[config.mk]
export PLATFORM = sky130hd
export DESIGN_NAME = risc_run_ctrl_flat
export DESIGN_NICKNAME = d
export VERILOG_FILES = /design/src/rtl/risc_run_pkg.sv /design/src/rtl/risc_run_ctrl_if.sv /design/src/rtl/risc_halt_capture.sv /design/src/rtl/risc_run_ctrl.sv /design/src/flat_wrapper.sv
export SDC_FILE = /design/constraint.sdc
export NUM_CORES = 1
export LEC_CHECK = 0
export BUFFER_PORTS_ARGS = -buffer_cell sky130_fd_sc_hd__buf_2
export CORE_AREA = 2 2 80 121
export CTS_CLUSTER_SIZE = 30
export DETAILED_ROUTE_END_ITERATION = 16
export DIE_AREA = 0 0 82 123
export PLACE_DENSITY = 0.82
export SLEW_MARGIN = 20
export SYNTH_ARGS = -nofsm -noshare
export SYNTH_HDL_FRONTEND = slang
export SYNTH_SLANG_ARGS = --single-unit
export TNS_END_PERCENT = 1
[constraint.sdc]
create_clock -name clk -period 3.5 [get_ports clk]
set_clock_uncertainty 0.1 [all_clocks]
set_input_delay 0.35 -clock clk [delete_from_list [all_inputs] [get_ports clk]]
set_output_delay 0.35 -clock clk [all_outputs]
set_load 0.02 [all_outputs]
[src/rtl/risc_run_pkg.sv]
// Shared types and helpers for the RISC core run controller.
package risc_run_pkg;

    typedef enum logic [1:0] {
        ST_IDLE,
        ST_RESET,
        ST_RUN,
        ST_DONE
    } run_state_t;

    // Bits needed to index n items; never less than one so that n = 1 still gets a port.
    function automatic int clog2_min1(input int n);
        int w;
        w = 1;
        while ((1 << w) < n) w++;
        return w;
    endfunction

endpackage

[src/rtl/risc_run_ctrl_if.sv]
// Run-control handshake between a host sequencer and the RISC run controller.
interface risc_run_ctrl_if;

    logic start;
    logic abort;
    logic busy;
    logic done;
    logic timeout;

    modport master (output start, abort, input busy, done, timeout);
    modport slave  (input start, abort, output busy, done, timeout);

endinterface

[src/rtl/risc_halt_capture.sv]
// One core's sticky halt flag plus the cycle count latched on its first halt.
module risc_halt_capture #(
    parameter int CNT_W = 32
) (
    input  logic             clk,
    input  logic             rst_n,
    input  logic             clr,
    input  logic             cap_en,
    input  logic             halt,
    input  logic [CNT_W-1:0] cycles,
    output logic             flag,
    output logic [CNT_W-1:0] count
);

    // NOTE: sequential state uses non-blocking assignments so every flop samples pre-edge values.
    always_ff @(posedge clk or negedge rst_n) begin
        if (!rst_n) begin
            flag  <= 1'b0;
            count <= '0;
        end else if (clr) begin
            flag  <= 1'b0;
            count <= '0;
        end else if (cap_en && halt && !flag) begin
            flag  <= 1'b1;
            count <= cycles;
        end
    end

endmodule

[src/rtl/risc_run_ctrl.sv]
// Sequences N_CORES RISC cores through reset and run, with per-core halt capture and a watchdog.
module risc_run_ctrl
    import risc_run_pkg::*;
#(
    parameter int    N_CORES    = 2,
    parameter int    CNT_W      = 32,
    parameter longint TIMEOUT   = 100000,
    parameter int    RST_CYCLES = 2,
    localparam int   SEL_W      = clog2_min1(N_CORES)
) (
    input  logic               clk,
    input  logic               rst_n,
    risc_run_ctrl_if.slave     ctl,
    input  logic [N_CORES-1:0] core_halt,
    output logic [N_CORES-1:0] core_rst_n,
    output logic [N_CORES-1:0] core_en,
    output logic [N_CORES-1:0] halted_mask,
    output logic [CNT_W-1:0]   cycles,
    input  logic [SEL_W-1:0]   rd_sel,
    output logic [CNT_W-1:0]   rd_cycles
);

    localparam int             RW         = clog2_min1(RST_CYCLES);
    localparam logic [RW-1:0]  RST_LAST   = RW'(RST_CYCLES - 1);
    localparam logic [CNT_W-1:0] LAST_CYCLE = CNT_W'(TIMEOUT - 1);

    run_state_t         state;
    logic [RW-1:0]      rst_cnt;
    logic               start_ok;
    logic               cap_en;
    logic [N_CORES-1:0] mask_next;
    logic               all_halted;
    logic [CNT_W-1:0]   counts [N_CORES];

    // Abort outranks a start request and suppresses halt captures in its cycle.
    assign start_ok   = ctl.start && !ctl.abort && (state == ST_IDLE || state == ST_DONE);
    assign cap_en     = (state == ST_RUN) && !ctl.abort;
    assign mask_next  = halted_mask | core_halt;
    assign all_halted = &mask_next;

    for (genvar i = 0; i < N_CORES; i++) begin : g_cap
        risc_halt_capture #(.CNT_W(CNT_W)) u_cap (
            .clk    (clk),
            .rst_n  (rst_n),
            .clr    (start_ok),
            .cap_en (cap_en),
            .halt   (core_halt[i]),
            .cycles (cycles),
            .flag   (halted_mask[i]),
            .count  (counts[i])
        );
    end

    // NOTE: the latched counts are individual flops with async reset, since software may read them right after reset.
    always_ff @(posedge clk or negedge rst_n) begin
        if (!rst_n) begin
            state       <= ST_IDLE;
            rst_cnt     <= '0;
            core_rst_n  <= '0;
            core_en     <= '0;
            ctl.busy    <= 1'b0;
            ctl.done    <= 1'b0;
            ctl.timeout <= 1'b0;
            cycles      <= '0;
        end else begin
            unique case (state)
                ST_IDLE, ST_DONE: begin
                    core_rst_n <= '1;
                    if (start_ok) begin
                        state       <= ST_RESET;
                        rst_cnt     <= '0;
                        core_rst_n  <= '0;
                        core_en     <= '0;
                        ctl.busy    <= 1'b1;
                        ctl.done    <= 1'b0;
                        ctl.timeout <= 1'b0;
                        cycles      <= '0;
                    end
                end
                ST_RESET: begin
                    if (ctl.abort) begin
                        state      <= ST_IDLE;
                        core_rst_n <= '1;
                        ctl.busy   <= 1'b0;
                    end else if (rst_cnt == RST_LAST) begin
                        state      <= ST_RUN;
                        core_rst_n <= '1;
                        core_en    <= '1;
                    end else begin
                        rst_cnt <= rst_cnt + RW'(1);
                    end
                end
                ST_RUN: begin
                    if (ctl.abort) begin
                        state    <= ST_IDLE;
                        core_en  <= '0;
                        ctl.busy <= 1'b0;
                    end else if (all_halted) begin
                        state    <= ST_DONE;
                        core_en  <= '0;
                        ctl.busy <= 1'b0;
                        ctl.done <= 1'b1;
                    end else if (cycles == LAST_CYCLE) begin
                        state       <= ST_DONE;
                        core_en     <= '0;
                        ctl.busy    <= 1'b0;
                        ctl.done    <= 1'b1;
                        ctl.timeout <= 1'b1;
                    end else begin
                        cycles  <= cycles + CNT_W'(1);
                        core_en <= ~mask_next;
                    end
                end
                default: state <= ST_IDLE;
            endcase
        end
    end

    // NOTE: assign the default first so no path through the loop leaves rd_cycles unassigned (no latch).
    always_comb begin
        rd_cycles = '0;
        for (int i = 0; i < N_CORES; i++) begin
            if (rd_sel == SEL_W'(i)) rd_cycles = counts[i];
        end
    end

endmodule

[src/flat_wrapper.sv]
// flat-port wrapper written by rule: the top's interface ports become plain ports
module risc_run_ctrl_flat import risc_run_pkg::*;
#(
    parameter int    N_CORES    = 2,
    parameter int    CNT_W      = 32,
    parameter longint TIMEOUT   = 100000,
    parameter int    RST_CYCLES = 2,
    localparam int   SEL_W      = clog2_min1(N_CORES)
)
  (clk, rst_n, core_halt, core_rst_n, core_en, halted_mask, cycles, rd_sel, rd_cycles, ctl_start, ctl_abort, ctl_busy, ctl_done, ctl_timeout);
  risc_run_ctrl_if ctl_i ();
  input  logic clk;
  input  logic rst_n;
  input  logic [N_CORES-1:0] core_halt;
  output logic [N_CORES-1:0] core_rst_n;
  output logic [N_CORES-1:0] core_en;
  output logic [N_CORES-1:0] halted_mask;
  output logic [CNT_W-1:0] cycles;
  input  logic [SEL_W-1:0] rd_sel;
  output logic [CNT_W-1:0] rd_cycles;
  input wire logic [$bits(ctl_i.start)-1:0] ctl_start;
  input wire logic [$bits(ctl_i.abort)-1:0] ctl_abort;
  output wire logic [$bits(ctl_i.busy)-1:0] ctl_busy;
  output wire logic [$bits(ctl_i.done)-1:0] ctl_done;
  output wire logic [$bits(ctl_i.timeout)-1:0] ctl_timeout;
  assign ctl_i.start = ctl_start;
  assign ctl_i.abort = ctl_abort;
  assign ctl_busy = ctl_i.busy;
  assign ctl_done = ctl_i.done;
  assign ctl_timeout = ctl_i.timeout;
  risc_run_ctrl #(.N_CORES(N_CORES), .CNT_W(CNT_W), .TIMEOUT(TIMEOUT), .RST_CYCLES(RST_CYCLES)) u_core (.clk(clk), .rst_n(rst_n), .ctl(ctl_i), .core_halt(core_halt), .core_rst_n(core_rst_n), .core_en(core_en), .halted_mask(halted_mask), .cycles(cycles), .rd_sel(rd_sel), .rd_cycles(rd_cycles));
endmodule
Yosys cells after proc, flatten, opt, wreduce, memory -nomap -nowiden
Cells that the tools add are included.
{ "op_classes": {"add_sub_neg": 2, "mul": 0, "div_mod_pow": 0, "magnitude_cmp": 0, "n_eq_ne": 15, "shifts": 0, "muxes": 48, "n_bitwise": 2, "n_reduce_logical": 26} }
{ "ops": {"columns": ["cell", "n"], "rows": [
  ["$mux 32", 9],
  ["$pmux 32 s2", 1],
  ["$add 32x1->32 const B", 1],
  ["$eq 32x17->1 const B", 1],
  ["$mux 2", 14],
  ["$mux 1", 17],
  ["$ne 2x2->1 const B", 7],
  ["$pmux 2 s3", 2],
  ["$reduce_and 3->1", 4],
  ["$reduce_and 5->1", 2],
  ["$reduce_bool 2->1", 4],
  ["$logic_and 1x1->1", 7],
  ["$ne 3x2->1 const B", 2],
  ["$pmux 1 s2", 3],
  ["$eq 2x2->1 const B", 2],
  ["$ne 4x3->1 const B", 1],
  ["$pmux 2 s2", 1],
  ["$reduce_and 2->1", 2],
  ["$reduce_and 4->1", 1],
  ["$logic_not 1->1", 3],
  ["$pmux 1 s3", 1],
  ["$eq 2x1->1 const B", 1],
  ["$logic_not 2->1", 1],
  ["$ne 2x1->1 const B", 1],
  ["5 further kinds", 5]
]} }
{ "totals": {"register_bits": 108, "latch_bits": 0, "ram_bits": 0, "romBits": 0, "inputBits": 7, "out_inout_bits": 73, "wordCells": 105, "n_memories": 0} }

Longest topological paths before layout
Gate-level depths: netlist (run 1).
{ "depth": {"depth_word": 6, "mapped_depth": 9, "mapped_depth_nobuf": 7} }

Modules after synthesis
Synthesis (run 1) repeated with hierarchy kept, for this count alone.
{ "unflattened": {"hier_cells": 614, "hier_area_um2": 6256.0} }
{ "modules_own_cells": {"columns": ["module", "n_inst", "cells_each", "area_per_inst_um2", "seq_area_each_um2"], "rows": [
  ["risc_halt_capture", 2, 143, 1662.8, 825.8],
  ["risc_run_ctrl", 1, 328, 2930.3, 1026.0]
]} }

Worst setup path before layout (run 1)
Ideal clock, no wire load.
{ "synth_timing": {"kind": "register to register", "from": "register u_core.state[0]", "to": "register u_core.cycles[31]", "setup_time_ps": 78, "arrival_time_ps": 2183, "t_required_ps": 3322, "setup_slack_ps": 1139, "stages_incl_launch_ff": 9, "path_cell_list": "dfrtp_1 > inv_1 > ha_1 > buf_2 > nor2b_1 > a2111oi_4 > nand4_2 > or3_1 > a21oi_1"} }
{ "synth_via": {"elab_chain_len": 5, "word_cells_on_any_way": 13, "cone_classes": "eq/ne: 6; mux: 1; reduce/logical: 6"} }
{ "synth_rtl": {"columns": ["item", "line", "text"], "rows": [
  ["from (decl)", "risc_run_ctrl.sv:27", "run_state_t state;"],
  ["from (signal assigned)", "risc_run_ctrl.sv:57", "state <= ST_IDLE;"],
  ["from (signal assigned)", "risc_run_ctrl.sv:70", "state <= ST_RESET;"],
  ["from (signal assigned)", "risc_run_ctrl.sv:82", "state <= ST_IDLE;"],
  ["$eq 2x2->1 or $logic_not 2->1 (tied branches)", "risc_run_ctrl.sv:36, risc_run_ctrl.sv:66", null],
  ["$logic_or 1x1->1", "risc_run_ctrl.sv:36", "assign start_ok = ctl.start && !ctl.abort && (state == ST_IDLE || state == ST_DONE);"],
  ["$logic_and 1x1->1", "risc_run_ctrl.sv:36", null],
  ["$ne 2x2->1 (no line)", null, null],
  ["$reduce_and 5->1 (no line)", null, null],
  ["to (signal assigned)", "risc_run_ctrl.sv:110", "cycles <= cycles + CNT_W'(1);"],
  ["to (decl)", "risc_run_ctrl.sv:18", "output logic [CNT_W-1:0] cycles,"]
]} }
Several ways; a longest one is shown, not always the timed one.
A chain may end at the register's enable or synchronous reset.

Final worst setup path (run 1)
{ "layout_timing": {"from": "register u_core.state[0]", "to": "register u_core.cycles[9]"} }
Same word-level chain as after synthesis.

==> qor.log, run 1 <==
[run_status] status complete, no violations
[pwr] Pwr per Cell Area 553 mW/mm2
[sta] sum of negative setup slack 0 ps
[clock_tree] total clock sinks 107
[place] count of buffers inserted at the top-level ports 79
[synthesis] area fraction of the dominant cell type after synthesis 0.503
[clock_tree] clock latency reported for the late side of the worst-skew pair 350 ps
[clock_tree] buffer cell driving the clock tree root sky130_fd_sc_hd__clkbuf_16
[routing] count of unresolved DRC violations after routing 0
[clock_tree] # H-tree levels 3
[synthesis] top post-synthesis cells by area sky130_fd_sc_hd__dfrtp_1 50%, sky130_fd_sc_hd__a22o_1 11%, sky130_fd_sc_hd__mux2_2 6.8%, sky130_fd_sc_hd__o21ai_0 2.7%, sky130_fd_sc_hd__a21oi_1 2.4%
[floorplan] total core area 0.00904 mm2
[sta] Worst slew margin 0.371
[grt] Congestion Overflow GR 0
[synthesis] Synth Register Bits 107
[place] routability-driven placement congestion ratio 0.874
[routing] total via count in the routed design 4398
[clock_tree] Post-CTS Resized 0
[sta] setup repair after global routing missed its margin no
[grt] global routing usage summed across all routing layers 0.272
[flow_run] Max-cap violations 0
[final_layout] layout cell share with drive strength beyond 1 0.275
[sta] total of endpoints with negative setup slack in the final report 0
[clock_tree] Longest Clk Path Bufs 2
[grt] number of antenna violations at the first check in global routing 0
[routing] number of iterations in the first detailed-routing pass 5
[critical_path] highest net fanout along the worst path 30
[grt] largest net degree at the start of global routing 79
[synthesis] mean instance size in the synthesized netlist 10.8 um2
[floorplan] number of top-level pins 80
[clock_tree] TritonCTS clock tree yes
[synthesis] syn_nets 503
[sta] final worst path period share 0.835
[final_layout] net total in the final layout 563
[synthesis] cell area after synthesis 0.00532 mm2
[routing] number of DRC markers after the initial detailed-route iteration 337
[synthesis] leading area contributor after synthesis sky130_fd_sc_hd__dfrtp_1
[grt] met3 Use GR 0.0474
[sta] clock period minus worst slack 2920 ps
[routing] number of antenna-violating nets in the routed design 0
[clock_tree] buffer count from post-CTS setup fixing 0
[synthesis] cell with the most instances after synthesis sky130_fd_sc_hd__dfrtp_1
[final_layout] post-layout utilization of the core 0.673
[place] Post-Place Setup Slack 692 ps
[critical_path] CP Data Arrival Time 3040 ps
[routing] vias per cell 6.58
[synthesis] async set or reset register ratio after synthesis 1.00
[synthesis] Synth Flop Type sky130_fd_sc_hd__dfrtp_1
[critical_path] CP required 3620 ps
[floorplan] placement row count 43
[sta] slew at the pin with the worst max-slew slack 943 ps
[grt] peak-usage layer in the global routing report met2
[synthesis] top cell types by occurrence after synthesis 107 x sky130_fd_sc_hd__dfrtp_1, 65 x sky130_fd_sc_hd__a22o_1, 32 x sky130_fd_sc_hd__mux2_2
[sta] Hold Violations, Final 0
[final_layout] Antenna diodes 0
[grt] met2 Usage GRT 0.434
[critical_path] Startpoint Class register
[synthesis] cell count after synthesis 491
[floorplan] chip width 82 um
[grt] global routing met1 resource utilization 0.370
[synthesis] number of enable flip-flop cells after synthesis 0
[grt] wire length of the first global-routing pass 21400 um
[critical_path] Setup Crit Path Kind reg2reg
[synthesis] synth unique cells 53
[synthesis] post-synthesis sequential area ratio 0.503
[floorplan] Die Span Y 123 um
[routing] final routed wire length divided by cell count 19.5 um
[clock_tree] hold-fix buffers at CTS 0
[pwr] highest ir drop seen on vdd 0.000339 V
[place] placed wire-length estimate 8560 um
[critical_path] kind of capture point of the worst setup path register
[clock_tree] clock-pin slew on the worst setup and hold paths 70 ps
[floorplan] initial cell density of the core 0.588
[pwr] Lkg Pwr 0.00296 uW
[grt] number of global-route vias before repair 4295
[sta] maximum frequency from static timing analysis 342 MHz
[clock_tree] number of buffers created by CTS 9
[sta] max-slew violations 0
[final_layout] Synth-to-Final Area Change 14.4%
[routing] Total Routed Length 13100 um
[worst_hold_path] type of the tightest min-delay check in2async
[floorplan] Total Die Area 0.0101 mm2
[synthesis] Yosys warning count 0
[sta] fin worst setup slack 579 ps
## cell usage in the layout (no fill, tap or decap), types with 3 or more instances in the layout
cell type                   netlist  routed
sky130_fd_sc_hd__a21oi_1         26      26
sky130_fd_sc_hd__nor2_1          24      22
sky130_fd_sc_hd__nand2_1         29      29
sky130_fd_sc_hd__o41ai_1          3       3
sky130_fd_sc_hd__nor4_1           6       6
sky130_fd_sc_hd__clkbuf_16        0       9
sky130_fd_sc_hd__dfrtp_1        107     107
sky130_fd_sc_hd__o31ai_1          5       5
sky130_fd_sc_hd__nand4_1          7       7
sky130_fd_sc_hd__nand2b_1         6       6
sky130_fd_sc_hd__clkbuf_8         0       3
sky130_fd_sc_hd__o211ai_1         7       7
sky130_fd_sc_hd__ha_1             5       5
sky130_fd_sc_hd__inv_1            9       9
sky130_fd_sc_hd__o21ai_0         29      29
sky130_fd_sc_hd__a22o_1          65      65
sky130_fd_sc_hd__nand3_1         20      20
sky130_fd_sc_hd__o31a_1           3       3
sky130_fd_sc_hd__or4_1            8       8
sky130_fd_sc_hd__buf_2            6      78
sky130_fd_sc_hd__buf_4            3      12
sky130_fd_sc_hd__mux2_2          32      32
sky130_fd_sc_hd__or3_1            7       7
sky130_fd_sc_hd__o311ai_0         3       3
sky130_fd_sc_hd__o22ai_1          3       3
sky130_fd_sc_hd__a31oi_1          7       7
## power breakdown
| group | total, uW | leakage (uW) | internal, uW | switching (uW) |
|---|---|---|---|---|
| Combinational | 926 | 0.00132 | 302 | 624 |
| Clock | 1050 | 0.000156 | 615 | 440 |
| Sequential | 1390 | 0.00148 | 1300 | 83.5 |
## state kept, by name, indices dropped and copies added, names as in the netlist
register	cells
u_core.core_en	2
u_core.core_rst_n	1
u_core.ctl.busy	1
u_core.ctl.done	1
u_core.ctl.timeout	1
u_core.cycles	32
u_core.g_cap.u_cap.count	64
u_core.g_cap.u_cap.flag	2
u_core.rst_cnt	1
u_core.state	2
## metrics by stage
step | cell area (um2) | power, uW | hold slack, ps | instances
CTS | 6090 | 3370 | 90.0 | 668
global route | 6090 | 3530 | 137 | 668
global placement | 5770 | 2290 | 377 | 652
finish | 6090 | 3370 | 58.8 | 668
floorplan | 5320 | 2060 | -45.6 | 491
detailed placement | 5770 | 2320 | 384 | 652
## final cells by class
class / instances / area [um2]
Inverter: 9 / 33.8
Multi-Input combinational cell: 334 / 2440
Fill cell: 705 / 2950
Sequential cell: 107 / 2680
Clock buffer: 13 / 270
Timing Repair Buffer: 90 / 480
Tap cell: 112 / 140
Clock inverter: 3 / 43.8
## layer usage
metal | up-vias | part of all wire | routed length [um]
met1 | 2207 | 0.42 | 5430
met4 | 0 | 0.025 | 329
met5 | - | 0 | 0
li1 | 1986 | - | -
met2 | 166 | 0.51 | 6620
met3 | 39 | 0.051 | 669
## cell families (layout without fill, tap and decap cells)
family / after synthesis / count (layout) / share of synthesized area
AO/OA/AOI/OAI: 163 / 163 / 0.230
adder cells (fa/ha/maj): 5 / 5 / 0.0118
buffers and inverters: 50 / 115 / 0.0405
flip-flops: 107 / 107 / 0.503
multiplexers: 34 / 34 / 0.0715
AND/OR/NAND/NOR: 132 / 132 / 0.143
## worst max-delay path, cell delays in order (launching register included)
cell and delay, ps:
sky130_fd_sc_hd__dfrtp_1 400, sky130_fd_sc_hd__inv_1 90, sky130_fd_sc_hd__ha_1 440, sky130_fd_sc_hd__nor2b_1 550, sky130_fd_sc_hd__a2111o_1 800, sky130_fd_sc_hd__o21ai_0 270
sky130_fd_sc_hd__o41ai_1 130
## path summary, 6_finish.rpt
| kind | start | to | slack (ps) | cells past startpoint |
|---|---|---|---|---|
| min in group clk | core_halt[0] | u_core.core_en[0]$_DFFE_PN0P_ | 220 | 2 |
| worst min-delay path | rst_n | u_core.core_rst_n[0]$_DFFE_PN0P_ | 60 | 1 |
| worst min register to register | u_core.core_en[0]$_DFFE_PN0P_ | u_core.core_en[0]$_DFFE_PN0P_ | 400 | 2 |
| worst max register to register | u_core.state[0]$_DFFE_PN0P_ | u_core.cycles[9]$_DFFE_PN0P_ | 580 | 6 |
| max in group asynchronous | rst_n | u_core.g_cap[1].u_cap.count[17]$_DFFE_PN0P_ | 2310 | 2 |
| worst max-delay path | u_core.state[0]$_DFFE_PN0P_ | u_core.cycles[9]$_DFFE_PN0P_ | 580 | 6 |
No activity file was read; power rests on OpenSTA's default activity.
==> run 2, diff against run 1 <==
Settings changed: CORE_AREA 2 2 80 121 to 2 2 82 124, DIE_AREA 0 0 82 123 to 0 0 84 126, PLACE_DENSITY 0.82 to 0.78.
Clock period 3.5 ns to 3.05 ns, I/O delays scaled along.
==> qor.log, run 2 (same netlist as run 1, synthesis figures left out) <==
[grt] wire length of the first global-routing pass 22400 um [+4.8%]
[pwr] Pwr per Cell Area 619 mW/mm2 [+12%]
[final_layout] Antenna diodes 0 [unchanged]
[routing] number of iterations in the first detailed-routing pass 5 [unchanged]
[floorplan] total core area 0.00952 mm2 [+5.4%]
[final_layout] commonest non-fill, non-tap cells in the layout 107 x sky130_fd_sc_hd__dfrtp_1, 78 x sky130_fd_sc_hd__buf_2, 65 x sky130_fd_sc_hd__a22o_1
[clock_tree] number of buffers created by CTS 9 [unchanged]
[routing] Total Routed Length 13300 um [+1.7%]
[place] routability-driven placement congestion ratio 0.862 [-1.4%]
[worst_hold_path] type of the tightest min-delay check in2reg
[clock_tree] Longest Clk Path Bufs 2 [unchanged]
[clock_tree] buffer cell driving the clock tree root sky130_fd_sc_hd__clkbuf_16
[final_layout] fill cell instance count of the final layout 770 [+9.2%]
[critical_path] Setup Crit Path Kind reg2reg
[critical_path] Startpoint Class register
[grt] Congestion Overflow GR 0 [unchanged]
[clock_tree] # H-tree levels 3 [unchanged]
[flow_run] Max-cap violations 0 [unchanged]
[grt] number of antenna violations at the first check in global routing 0 [unchanged]
[routing] final routed wire length divided by cell count 19.6 um [+0.21%]
[critical_path] Critical Path Most Common Cell sky130_fd_sc_hd__or4_1
[final_layout] Largest regs u_core.g_cap.u_cap.count x64, u_core.cycles x32
[floorplan] placement row count 44 [+2.3%]
[sta] clock period minus worst slack 2680 ps [-237 ps]
[final_layout] Synth-to-Final Area Change 15.2%
[place] placed wire-length estimate 8940 um [+4.5%]
[sta] slew at the pin with the worst max-slew slack 816 ps [-127 ps]
[sta] Hold Violations, Final 0 [unchanged]
[critical_path] largest stage delay on the critical path 710 ps [-90 ps]
[sta] setup repair after global routing missed its margin no
[grt] number of global-route vias before repair 4402 [+2.5%]
[sta] total of endpoints with negative setup slack in the final report 0 [unchanged]
[critical_path] slowest cell on the critical path sky130_fd_sc_hd__or4_1
[final_layout] register with the most flip-flops u_core.g_cap.u_cap.count
[clock_tree] clock latency reported for the late side of the worst-skew pair 350 ps [about the same]
[final_layout] flip-flop count of the largest register, all copies and words added 64 [unchanged]
[floorplan] chip width 84 um [+2.4%]
[final_layout] most frequent standard cell in the layout excluding fill and tap cells sky130_fd_sc_hd__dfrtp_1
[critical_path] kind of capture point of the worst setup path register
[grt] global routing usage summed across all routing layers 0.261 [-0.0116]
[clock_tree] TritonCTS clock tree yes
[floorplan] number of top-level pins 80 [unchanged]
[place] count of buffers inserted at the top-level ports 79 [unchanged]
[routing] number of DRC markers after the initial detailed-route iteration 406 [+20%]
[pwr] Power Total 3790 uW [+13%]
[routing] vias per cell 6.57 [-0.22%]
[routing] count of unresolved DRC violations after routing 0 [unchanged]
[pwr] Lkg Pwr 0.00298 uW [+0.56%]
[sta] max-slew violations 0 [unchanged]
[sta] final worst path period share 0.880 [+0.0456]
[run_status] status complete, no violations
[routing] number of antenna-violating nets in the routed design 0 [unchanged]
[final_layout] net total in the final layout 570 [+1.2%]
[clock_tree] Post-CTS Resized 0 [unchanged]
[pwr] highest ir drop seen on vdd 0.000379 V [+12%]
[critical_path] highest net fanout along the worst path 14 [-53%]
[critical_path] ordered cell list for the critical path inv_1 -> ha_1 -> nor2b_1 -> or4_1 -> or4_1 -> nand3_1
[sta] sum of negative setup slack 0 ps [unchanged]
[clock_tree] clock-pin slew on the worst setup and hold paths 70 ps [about the same]
[critical_path] CP Data Arrival Time 2870 ps [-170 ps]
[grt] largest net degree at the start of global routing 61 [-23%]
[routing] total via count in the routed design 4454 [+1.3%]
[floorplan] Total Die Area 0.0106 mm2 [+4.9%]
[sta] maximum frequency from static timing analysis 373 MHz [+8.8%]
[floorplan] Die Span Y 126 um [+2.4%]
[sta] Worst slew margin 0.456 [+0.0845]
[floorplan] initial cell density of the core 0.558 [-0.0300]
[critical_path] CP required 3240 ps [-380 ps]
[clock_tree] total clock sinks 107 [unchanged]
[final_layout] layout cell share with drive strength beyond 1 0.282 [+0.00724]
## run 2: cell count changes in the layout (fill, tap and decap cells not counted), sizes merged
cell	change
buf	+6
clkinvlp	+2
bufinv	-1
clkbuf	-1
clkinv	+1
dlygate4sd3	+1
inv	-1
## run 2: final cells by class
type	count	area, um2	area share
well taps	115	144	0.0235
flip-flops and latches	107	2680	0.437
multi-input cells	334	2440	0.398
clock inverters	4	25.0	0.00408
repair buffers	97	548	0.0895
inverters	9	33.8	0.00551
clock buffers	12	256	0.0419
## run 2: metal layers
layer  track usage  vias to the layer above  wire [um]
met1         0.347                     2254       5570
li1              -                     1997          -
met5             0                        -          0
met4        0.0901                        0        339
met3        0.0524                       30        718
met2         0.428                      173       6650
## run 2: path summary, 6_finish.rpt
kind,start,endpoint,slack (ps),depth (start not counted)
min in group asynchronous,rst_n,u_core.rst_cnt$_DFFE_PN0P_,480,2
hold reg to reg,u_core.g_cap[1].u_cap.count[29]$_DFFE_PN0P_,u_core.g_cap[1].u_cap.count[29]$_DFFE_PN0P_,400,1
hold / removal,core_halt[0],u_core.g_cap[0].u_cap.flag$_DFFE_PN0P_,170,3
setup reg to reg,u_core.state[0]$_DFFE_PN0P_,u_core.cycles[19]$_DFFE_PN0P_,370,6
max in group asynchronous,rst_n,u_core.cycles[13]$_DFFE_PN0P_,1630,3
setup / recovery,u_core.state[0]$_DFFE_PN0P_,u_core.cycles[19]$_DFFE_PN0P_,370,6
## run 2: worst max-delay path, delay by kind of cell (launching register included)
family	cells	cell delay, ps
DFF	1	390
adders and majority gates	1	400
and+or+nand+nor	4	1640
buffers and inverters	1	90
## run 2: where the power goes
group	internal [uW]	switching (uW)	leakage [uW]
registers	1490	96.2	0.00148
clock network	596	505	0.000135
logic	377	722	0.00136
## run 2: through the flow
stage          instance area (um2)  hold slack [ps]  setup WS (ps)  utilization  cells
4_1_cts                       6130              166            398        0.643    678
6_report                      6130              166            365        0.643    678
2_1_floorplan                 5320            -90.6            689            -    491
3_3_place_gp                  5830              329            500        0.613    661
3_5_place_dp                  5830              338            405        0.613    661
5_1_grt                       6130              198            187        0.643    678
## run 2: what timing repair did
item | 4_1_cts | 5_1_grt
setup buffers | 0 | 0
hold buffers | 1 | 0
endpoints found under the hold margin | 59 | 0
